<file path="config.mk">
export PLATFORM = sky130hd
export DESIGN_NAME = stream_sequencer_flat
export DESIGN_NICKNAME = d
export VERILOG_FILES = /design/src/rtl/stream_sequencer_if.sv /design/src/rtl/stream_sequencer.sv /design/src/flat_wrapper.sv
export SDC_FILE = /design/constraint.sdc
export NUM_CORES = 1
export LEC_CHECK = 0
export ABC_AREA = 1
export CORE_MARGIN = 4
export CORE_UTILIZATION = 52
export CTS_CLUSTER_DIAMETER = 30
export DETAILED_ROUTE_END_ITERATION = 8
export GPL_TIMING_DRIVEN = 0
export PLACE_DENSITY = 0.8
export SYNTH_ARGS = -nofsm -noshare
export SYNTH_HDL_FRONTEND = slang
export SYNTH_SLANG_ARGS = --single-unit
export TNS_END_PERCENT = 10
</file>
<file path="constraint.sdc">
create_clock -name clk -period 1.65 [get_ports clk]
set_input_delay 0.2475 -clock clk [delete_from_list [all_inputs] [get_ports clk]]
set_output_delay 0.2475 -clock clk [all_outputs]
set_load 0.01 [all_outputs]
</file>
<file path="src/rtl/stream_sequencer_if.sv">
// rtl/stream_sequencer_if.sv - status/control bundle between the sequencer and its audio/FIFO environment
interface stream_sequencer_if #(
  parameter int DEPTH = 16
);
  localparam int LW = $clog2(DEPTH) + 1;

  logic          pll_lock;
  logic          fclk;
  logic          user_sw;
  logic [LW-1:0] fifo_level;
  logic          fifo_full;
  logic          fifo_empty;
  logic          write_en;
  logic          read_en;
  logic          fifo_flush;
  logic [2:0]    state;
  logic [7:0]    err_count;
  logic          red;
  logic          green;
  logic          blue;

  modport slave (
    input  pll_lock, fclk, user_sw, fifo_level, fifo_full, fifo_empty,
    output write_en, read_en, fifo_flush, state, err_count, red, green, blue
  );

  modport master (
    output pll_lock, fclk, user_sw, fifo_level, fifo_full, fifo_empty,
    input  write_en, read_en, fifo_flush, state, err_count, red, green, blue
  );
endinterface

</file>
<file path="src/rtl/stream_sequencer.sv">
// rtl/stream_sequencer.sv - startup/playback sequencer for an I2S-to-S/PDIF FIFO bridge
module stream_sequencer #(
  parameter int PREFILL       = 8,
  parameter int SETTLE_FRAMES = 2,
  parameter int DEPTH         = 16
) (
  input logic               clk,
  input logic               rst,
  stream_sequencer_if.slave bus
);
  localparam int              LW          = $clog2(DEPTH) + 1;
  localparam logic [LW-1:0]   PREFILL_LVL = LW'(PREFILL);
  localparam logic [8:0]      SETTLE_LAST = 9'(SETTLE_FRAMES);

  typedef enum logic [2:0] {
    S_IDLE   = 3'd0,
    S_SETTLE = 3'd1,
    S_FILL   = 3'd2,
    S_RUN    = 3'd3,
    S_FAULT  = 3'd4
  } state_t;

  state_t     r_state;
  logic [1:0] r_lock_sync;
  logic [1:0] r_fclk_sync;
  logic [1:0] r_sw_sync;
  logic       r_fclk_prev;
  logic       r_sw_prev;
  logic [7:0] r_frame_cnt;
  logic [7:0] r_err_count;
  logic       r_write_en;
  logic       r_read_en;
  logic       r_flush;

  logic w_lock;
  logic w_frame_tick;
  logic w_restart;
  logic w_last_frame;

  assign w_lock       = r_lock_sync[1];
  assign w_frame_tick = r_fclk_prev & ~r_fclk_sync[1];
  assign w_restart    = r_sw_prev & ~r_sw_sync[1];
  assign w_last_frame = (({1'b0, r_frame_cnt} + 9'd1) == SETTLE_LAST);

  always_ff @(posedge clk) begin
    if (rst) begin
      r_state     <= S_IDLE;
      r_lock_sync <= 2'b00;
      r_fclk_sync <= 2'b00;
      r_sw_sync   <= 2'b00;
      r_fclk_prev <= 1'b0;
      r_sw_prev   <= 1'b0;
      r_frame_cnt <= 8'd0;
      r_err_count <= 8'd0;
      r_write_en  <= 1'b0;
      r_read_en   <= 1'b0;
      r_flush     <= 1'b0;
    end else begin
      r_lock_sync <= {r_lock_sync[0], bus.pll_lock};
      r_fclk_sync <= {r_fclk_sync[0], bus.fclk};
      r_sw_sync   <= {r_sw_sync[0], bus.user_sw};
      r_fclk_prev <= r_fclk_sync[1];
      r_sw_prev   <= r_sw_sync[1];
      r_flush     <= 1'b0;

      // Enables follow the state and FIFO flags with one cycle of lag.
      r_write_en <= (r_state == S_FILL) || ((r_state == S_RUN) && !bus.fifo_full);
      r_read_en  <= (r_state == S_RUN) && !bus.fifo_empty;

      if ((r_state != S_IDLE) && !w_lock) begin
        r_state <= S_IDLE;
        r_flush <= 1'b1;
      end else if (w_restart) begin
        r_state <= S_IDLE;
        r_flush <= 1'b1;
      end else begin
        case (r_state)
          S_IDLE: begin
            if (w_lock) begin
              r_state     <= S_SETTLE;
              r_frame_cnt <= 8'd0;
            end
          end
          S_SETTLE: begin
            if (w_frame_tick) begin
              if (w_last_frame) r_state <= S_FILL;
              else              r_frame_cnt <= r_frame_cnt + 8'd1;
            end
          end
          S_FILL: begin
            if (bus.fifo_level >= PREFILL_LVL) r_state <= S_RUN;
          end
          S_RUN: begin
            // Flush is raised on entry so it is high exactly while FAULT is held.
            if (w_frame_tick && (bus.fifo_full || bus.fifo_empty)) begin
              r_state <= S_FAULT;
              r_flush <= 1'b1;
              if (r_err_count != 8'hFF) r_err_count <= r_err_count + 8'd1;
            end
          end
          S_FAULT: begin
            r_state     <= S_SETTLE;
            r_frame_cnt <= 8'd0;
          end
          default: r_state <= S_IDLE;
        endcase
      end
    end
  end

  assign bus.write_en   = r_write_en;
  assign bus.read_en    = r_read_en;
  assign bus.fifo_flush = r_flush;
  assign bus.state      = r_state;
  assign bus.err_count  = r_err_count;
  assign bus.red        = !((r_state == S_IDLE) || (r_state == S_FAULT));
  assign bus.blue       = !((r_state == S_SETTLE) || (r_state == S_FILL));
  assign bus.green      = !(r_state == S_RUN);
endmodule

</file>
<file path="src/flat_wrapper.sv">
// flat-port wrapper written by rule: the top's interface ports become plain ports
module stream_sequencer_flat 
#(
  parameter int PREFILL       = 8,
  parameter int SETTLE_FRAMES = 2,
  parameter int DEPTH         = 16
)
  (clk, rst, bus_pll_lock, bus_fclk, bus_user_sw, bus_fifo_level, bus_fifo_full, bus_fifo_empty, bus_write_en, bus_read_en, bus_fifo_flush, bus_state, bus_err_count, bus_red, bus_green, bus_blue);
  stream_sequencer_if #(.DEPTH(DEPTH)) bus_i ();
  input logic clk;
  input logic rst;
  input wire logic [$bits(bus_i.pll_lock)-1:0] bus_pll_lock;
  input wire logic [$bits(bus_i.fclk)-1:0] bus_fclk;
  input wire logic [$bits(bus_i.user_sw)-1:0] bus_user_sw;
  input wire logic [$bits(bus_i.fifo_level)-1:0] bus_fifo_level;
  input wire logic [$bits(bus_i.fifo_full)-1:0] bus_fifo_full;
  input wire logic [$bits(bus_i.fifo_empty)-1:0] bus_fifo_empty;
  output wire logic [$bits(bus_i.write_en)-1:0] bus_write_en;
  output wire logic [$bits(bus_i.read_en)-1:0] bus_read_en;
  output wire logic [$bits(bus_i.fifo_flush)-1:0] bus_fifo_flush;
  output wire logic [$bits(bus_i.state)-1:0] bus_state;
  output wire logic [$bits(bus_i.err_count)-1:0] bus_err_count;
  output wire logic [$bits(bus_i.red)-1:0] bus_red;
  output wire logic [$bits(bus_i.green)-1:0] bus_green;
  output wire logic [$bits(bus_i.blue)-1:0] bus_blue;
  assign bus_i.pll_lock = bus_pll_lock;
  assign bus_i.fclk = bus_fclk;
  assign bus_i.user_sw = bus_user_sw;
  assign bus_i.fifo_level = bus_fifo_level;
  assign bus_i.fifo_full = bus_fifo_full;
  assign bus_i.fifo_empty = bus_fifo_empty;
  assign bus_write_en = bus_i.write_en;
  assign bus_read_en = bus_i.read_en;
  assign bus_fifo_flush = bus_i.fifo_flush;
  assign bus_state = bus_i.state;
  assign bus_err_count = bus_i.err_count;
  assign bus_red = bus_i.red;
  assign bus_green = bus_i.green;
  assign bus_blue = bus_i.blue;
  stream_sequencer #(.PREFILL(PREFILL), .SETTLE_FRAMES(SETTLE_FRAMES), .DEPTH(DEPTH)) u_core (.clk(clk), .rst(rst), .bus(bus_i));
endmodule
</file>
After elaboration in Yosys (flattened, before gate mapping)
Cells that the tools add are included.
{"block": "op_classes", "n_addsub": 3, "reduce_logical": 21, "eq_ne": 12, "bitwise_logic": 6, "n_mux": 14, "n_lt_le_gt_ge": 1}
{"cell": "8-bit 2-to-1 mux", "n": 3}
{"cell": "8-bit one-hot mux with 3 select lines", "n": 1}
{"cell": "8-bit by 1-bit adder with 8-bit output, second input constant", "n": 2}
{"cell": "3-bit 2-to-1 mux", "n": 5}
{"cell": "3-bit one-hot mux with 5 select lines", "n": 1}
{"cell": "5-bit AND reduction", "n": 2}
{"cell": "8-bit by 1-bit adder with 9-bit output, second input constant", "n": 1}
{"cell": "9-bit by 2-bit == test with 1-bit output, second input constant", "n": 1}
{"cell": "2-bit by 1-bit inequality test with 1-bit output, second input constant", "n": 4}
{"cell": "8-bit inequality test, second input constant", "n": 1}
{"cell": "3-bit by 2-bit == test with 1-bit output, second input constant", "n": 2}
{"cell": "1-bit logical NOT", "n": 6}
{"cell": "6-bit AND reduction", "n": 1}
{"cell": "3-bit nonzero test", "n": 2}
{"cell": "5-bit by 4-bit greater-or-equal comparator with 1-bit output, second input constant", "n": 1}
{"cell": "1-bit logical AND", "n": 4}
{"cell": "1-bit logical OR", "n": 4}
{"cell": "1-bit 2-to-1 mux", "n": 4}
{"cell": "2-bit inequality test, second input constant", "n": 2}
{"cell": "1-bit inverter", "n": 4}
{"cell": "3-bit by 1-bit == test with 1-bit output, second input constant", "n": 1}
{"cell": "3-bit == test, second input constant", "n": 1}
{"cell": "3-bit logical NOT", "n": 1}
{"cell": "3-bit OR reduction", "n": 1}
{"cell": "1-bit AND", "n": 2}
{"block": "totals", "inputBits": 12, "register_bits": 30, "out_inout_bits": 17}

Depth between registers and ports, before layout
{"block": "depth", "word_depth": 7, "depth_mapped": 11}

Worst setup path before layout
Ideal clock, no wire load.
{"block": "synth_timing", "kind": "flip-flop to flip-flop", "from": "reg u_core.r_frame_cnt[0]", "to": "reg u_core.r_frame_cnt[0]", "path_stages_with_launch": 11, "t_arrival_ns": 1.402, "period_less_slack_ns": 1.512, "t_required_ns": 1.540, "path_slack_ns": 0.138, "setup_ns": 0.110, "cell_sequence": "dfxtp_1 > ha_1 > nand3_1 > o21bai_1 > nand2_1 > nor2_2 > nand4_4 > nand3_4 > nand2_1 > inv_1 > nor2_1"}
{"block": "synth_between", "elab_chain_len": 4, "elab_cells_between_ends": 8}
{"item": "start: declaration", "line_no": "stream_sequencer.sv:29", "rtl": "logic [7:0] r_frame_cnt;"}
{"item": "start signal: assignment", "line_no": "stream_sequencer.sv:87", "rtl": "else r_frame_cnt <= r_frame_cnt + 8'd1;"}
{"item": "8-bit by 1-bit adder with 9-bit output or 8-bit by 1-bit adder with 8-bit output (tied branches)", "line_no": "stream_sequencer.sv:43, stream_sequencer.sv:87"}
{"item": "9-bit by 2-bit == test with 1-bit output or 8-bit 2-to-1 mux (tied branches)", "line_no": "stream_sequencer.sv:43, stream_sequencer.sv:86"}
{"item": "2-bit inequality test (no line) or 8-bit 2-to-1 mux (tied branches)"}
{"item": "6-bit AND reduction (no line) or 8-bit one-hot mux with 3 select lines (tied branches)"}
Several ways; a longest one is shown, not always the timed one. The select of a mux whose other input is x is not followed.
A chain may end at the register's enable or synchronous reset.

Worst setup path in the final report
{"block": "layout_timing", "from": "reg u_core.r_frame_cnt[1]", "to": "reg u_core.r_frame_cnt[2]"}
The elaborated chain is that of the path after synthesis.

==> flow_summary.toml <==
[outcome]
status = "finished, final reports clean"

[clock_tree]
clk_transition_reported_paths_ns = 0.10
cts_tree = "built"
clkLatencyLatePin_ns = 0.33
cts_buffers = 5
numClockSinks = 30
cts_max_level = 2
cts.hold.buffers_added = 0
clockRootBuffer = "clkbuf_4"
cts.path.max_buffers = 2

[global_route]
grt_max_degree = 11
grt-ovfl-total = 0
grt_use_total = 0.201
grt_pass1_wl_mm = 6.60
grt_pass1_vias = 1515
antenna_found_initial = 0

[routing]
drtPass1Iterations = 4
via_per_inst = 5.02
totalWireLength_mm = 3.83
wire_per_inst_um = 11.9
ant_nets = 0
num_vias = 1616
drtIter0Drc = 80
drc = 0

[timing]
setup_viol = 0
worst_slew_pin_slew_ns = 0.526
finalWorstSetupSlack_ns = 0.0527
min_period_ns = 1.60
drv_slew = 0
rsz0062_at_grt = "yes"
hold_viol = 0
slew_headroom = 0.649
max_freq_mhz = 626
final.setup.tns_ns = 0
finalCritPeriodShare = 0.968
fin_skew_ns = 0.00743

[setup_path]
critPathKind = "reg -> reg"
start_kind = "register"
worstPathRequired_ns = 1.89
worst_path_most_repeated_cell = "nand3_4"
cpLargestDelayFamily = "simple AND/OR/NAND/NOR gates"
cp.arrival_ns = 1.83
endpoint_kind = "register"
path_cells = "ha_4, nand3_4, o21bai_4, nand2_2, nor2_4, nand4_4, nand3_4, nand2_1, inv_1, nor2_1"
max_stage_delay_ns = 0.39
critical-path-slowest-cell = "dfxtp_4"
rrSetupSlack_ns = 0.05
crit_buf_inv = 1
critPathMaxFanout = 8

[yosys]
syn_inst = 241
ys_seq_elements = 30
synth_nets = 256
synth_warnings = 0
syn_avg_cell_area_um2 = 6.88
netlist_area_um2 = 1660
ys_types = 33
yosysSeqAreaShare = 0.362

[die]
start_util = 0.543
placementRows = 20
design.core.area_um2 = 3050
pin_count = 29
die_area_um2 = 4160
chipWidth_um = 64.5
die_height_um = 64.5

[power]
ir_drop_mv = 0.636
internal_power_uw = 1470
combinationalPowerShare = 0.429
swShare = 0.413
power_switching_uw = 1030
pwr-share-seq = 0.383
p_leak_uw = 0.000978
powerDensity_nw_per_um2 = 1130
fin_total_pwr_uw = 2500
clockPowerShare = 0.188

[hold_path]
hold_class = "in -> reg"

[final_layout]
diodes = 0
area_growth_pct = 33.6
fin_util = 0.726
fin_nets = 292
fillCellCount = 262
drive_gt1_frac = 0.241
fin_cells = 322

[place]
hpwlAfterDp_mm = 2.55
port_buffers = 24
dp.cells = 309
pre_cts_slack_ns = -0.135
finalWeightedCongestion = 0.894

[flow_run]
max_cap_violations = 0
==> power by group through the flow <==
stage / sequential, uW / combinational, uW / clock [uW]
floorplan: 916 / 696 / 0
global placement: 926 / 893 / 0
detailed placement: 927 / 905 / 0
CTS: 921 / 955 / 491
global route: 970 / 1200 / 534
finish: 957 / 1070 / 470
==> state kept, by name, indices dropped and copies added (netlist names), 2 cells and up <==
register              flops
u_core.r_lock_sync        2
u_core.r_sw_sync          2
u_core.r_frame_cnt        8
u_core.r_fclk_sync        2
u_core.bus.err_count      8
u_core.bus.state          3
==> cell families (layout without fill, tap and decap cells) <==
family,after synthesis,in the layout,share of synthesized area
DFF,30,30,0.362
AOI/OAI and AO/OA,20,20,0.0769
xor gates and xnor gates,4,4,0.0211
adders and majority gates,3,3,0.0226
and+or+nand+nor,136,137,0.404
buffers and inverters,48,84,0.113
==> what timing repair did <==
action / in CTS / in global routing
setup endpoints to repair: 14 / 24
buffers inserted: 3 / 1
pin swaps: 2 / 10
gates cloned: 0 / 1
resized for setup: 18 / 35
==> area by class of cell <==
type | instances | area [um2] | share of cell area
tap | 44 | 55.1 | 0.0248
buffer | 4 | 23.8 | 0.0107
sequential | 30 | 633 | 0.286
inverter | 44 | 168 | 0.0756
clock buffer | 6 | 51.3 | 0.0231
timing repair buffer | 28 | 284 | 0.128
multi-input combinational | 164 | 990 | 0.446
clock inverter | 2 | 12.5 | 0.00564
==> cell usage after synthesis <==
master	instances	area (um2)
nor2_2	3	18.8
nand4_4	1	21.3
nand4_1	10	62.6
xor2_1	4	35.0
buf_4	1	7.51
a21oi_1	9	45.0
nand3_1	12	60.1
o21ai_0	4	20.0
o21ai_1	2	10.0
nand2_1	62	233
nor2_4	4	45.0
ha_1	3	37.5
and3_1	2	12.5
inv_4	1	6.26
a21oi_2	1	8.76
inv_1	38	143
clkinv_1	4	15.0
buf_2	1	5.00
nand2_4	1	11.3
nor3_2	2	20.0
nor2_1	30	113
a211oi_1	1	7.51
dfxtp_1	30	601
nand3_4	1	17.5
nand2_2	3	18.8
nor3_1	3	15.0
o21ai_4	1	16.3
inv_2	1	3.75
clkbuf_1	2	7.51
nor3_4	1	16.3
or2_1	1	6.26
o21bai_1	1	7.51
o31ai_2	1	12.5
==> layer usage <==
| metal | part of all wire | up-vias | global-route usage |
|---|---|---|---|
| li1 | - | 827 | - |
| met1 | 0.44 | 741 | 0.243 |
| met2 | 0.50 | 42 | 0.314 |
| met3 | 0.051 | 6 | 0.0780 |
| met4 | 0.010 | 0 | 0.0923 |
| met5 | 0 | - | 0 |
==> worst paths after layout <==
kind,to,cells after the start,startpoint
max,u_core.r_frame_cnt[2],10,u_core.r_frame_cnt[1]
min,u_core.bus.err_count[3],2,rst
max reg2reg,u_core.r_frame_cnt[2],10,u_core.r_frame_cnt[1]
min reg2reg,u_core.r_lock_sync[1],2,u_core.r_lock_sync[0]
==> metrics by stage <==
stage                     area, um2  hold slack (ns)
after CTS                      2090            0.282
after floorplan                1660            0.327
final                          2220            0.298
after global routing           2220            0.295
after global placement         1950            0.389
after detailed placement       1950            0.393
==> cell usage in the layout, fill, tap and decap left out, drive strengths merged, types with 2 or more instances in the layout <==
cell type      count
nand2             66
inv               40
nor2              37
dfxtp             30
clkdlybuf4s50     19
nand3             13
nand4             12
a21oi             10
clkbuf             8
o21ai              7
buf                7
nor3               6
clkinv             5
xor2               4
dlymetal6s2s       3
ha                 3
and3               2
No activity file was read; power rests on OpenSTA's default activity.
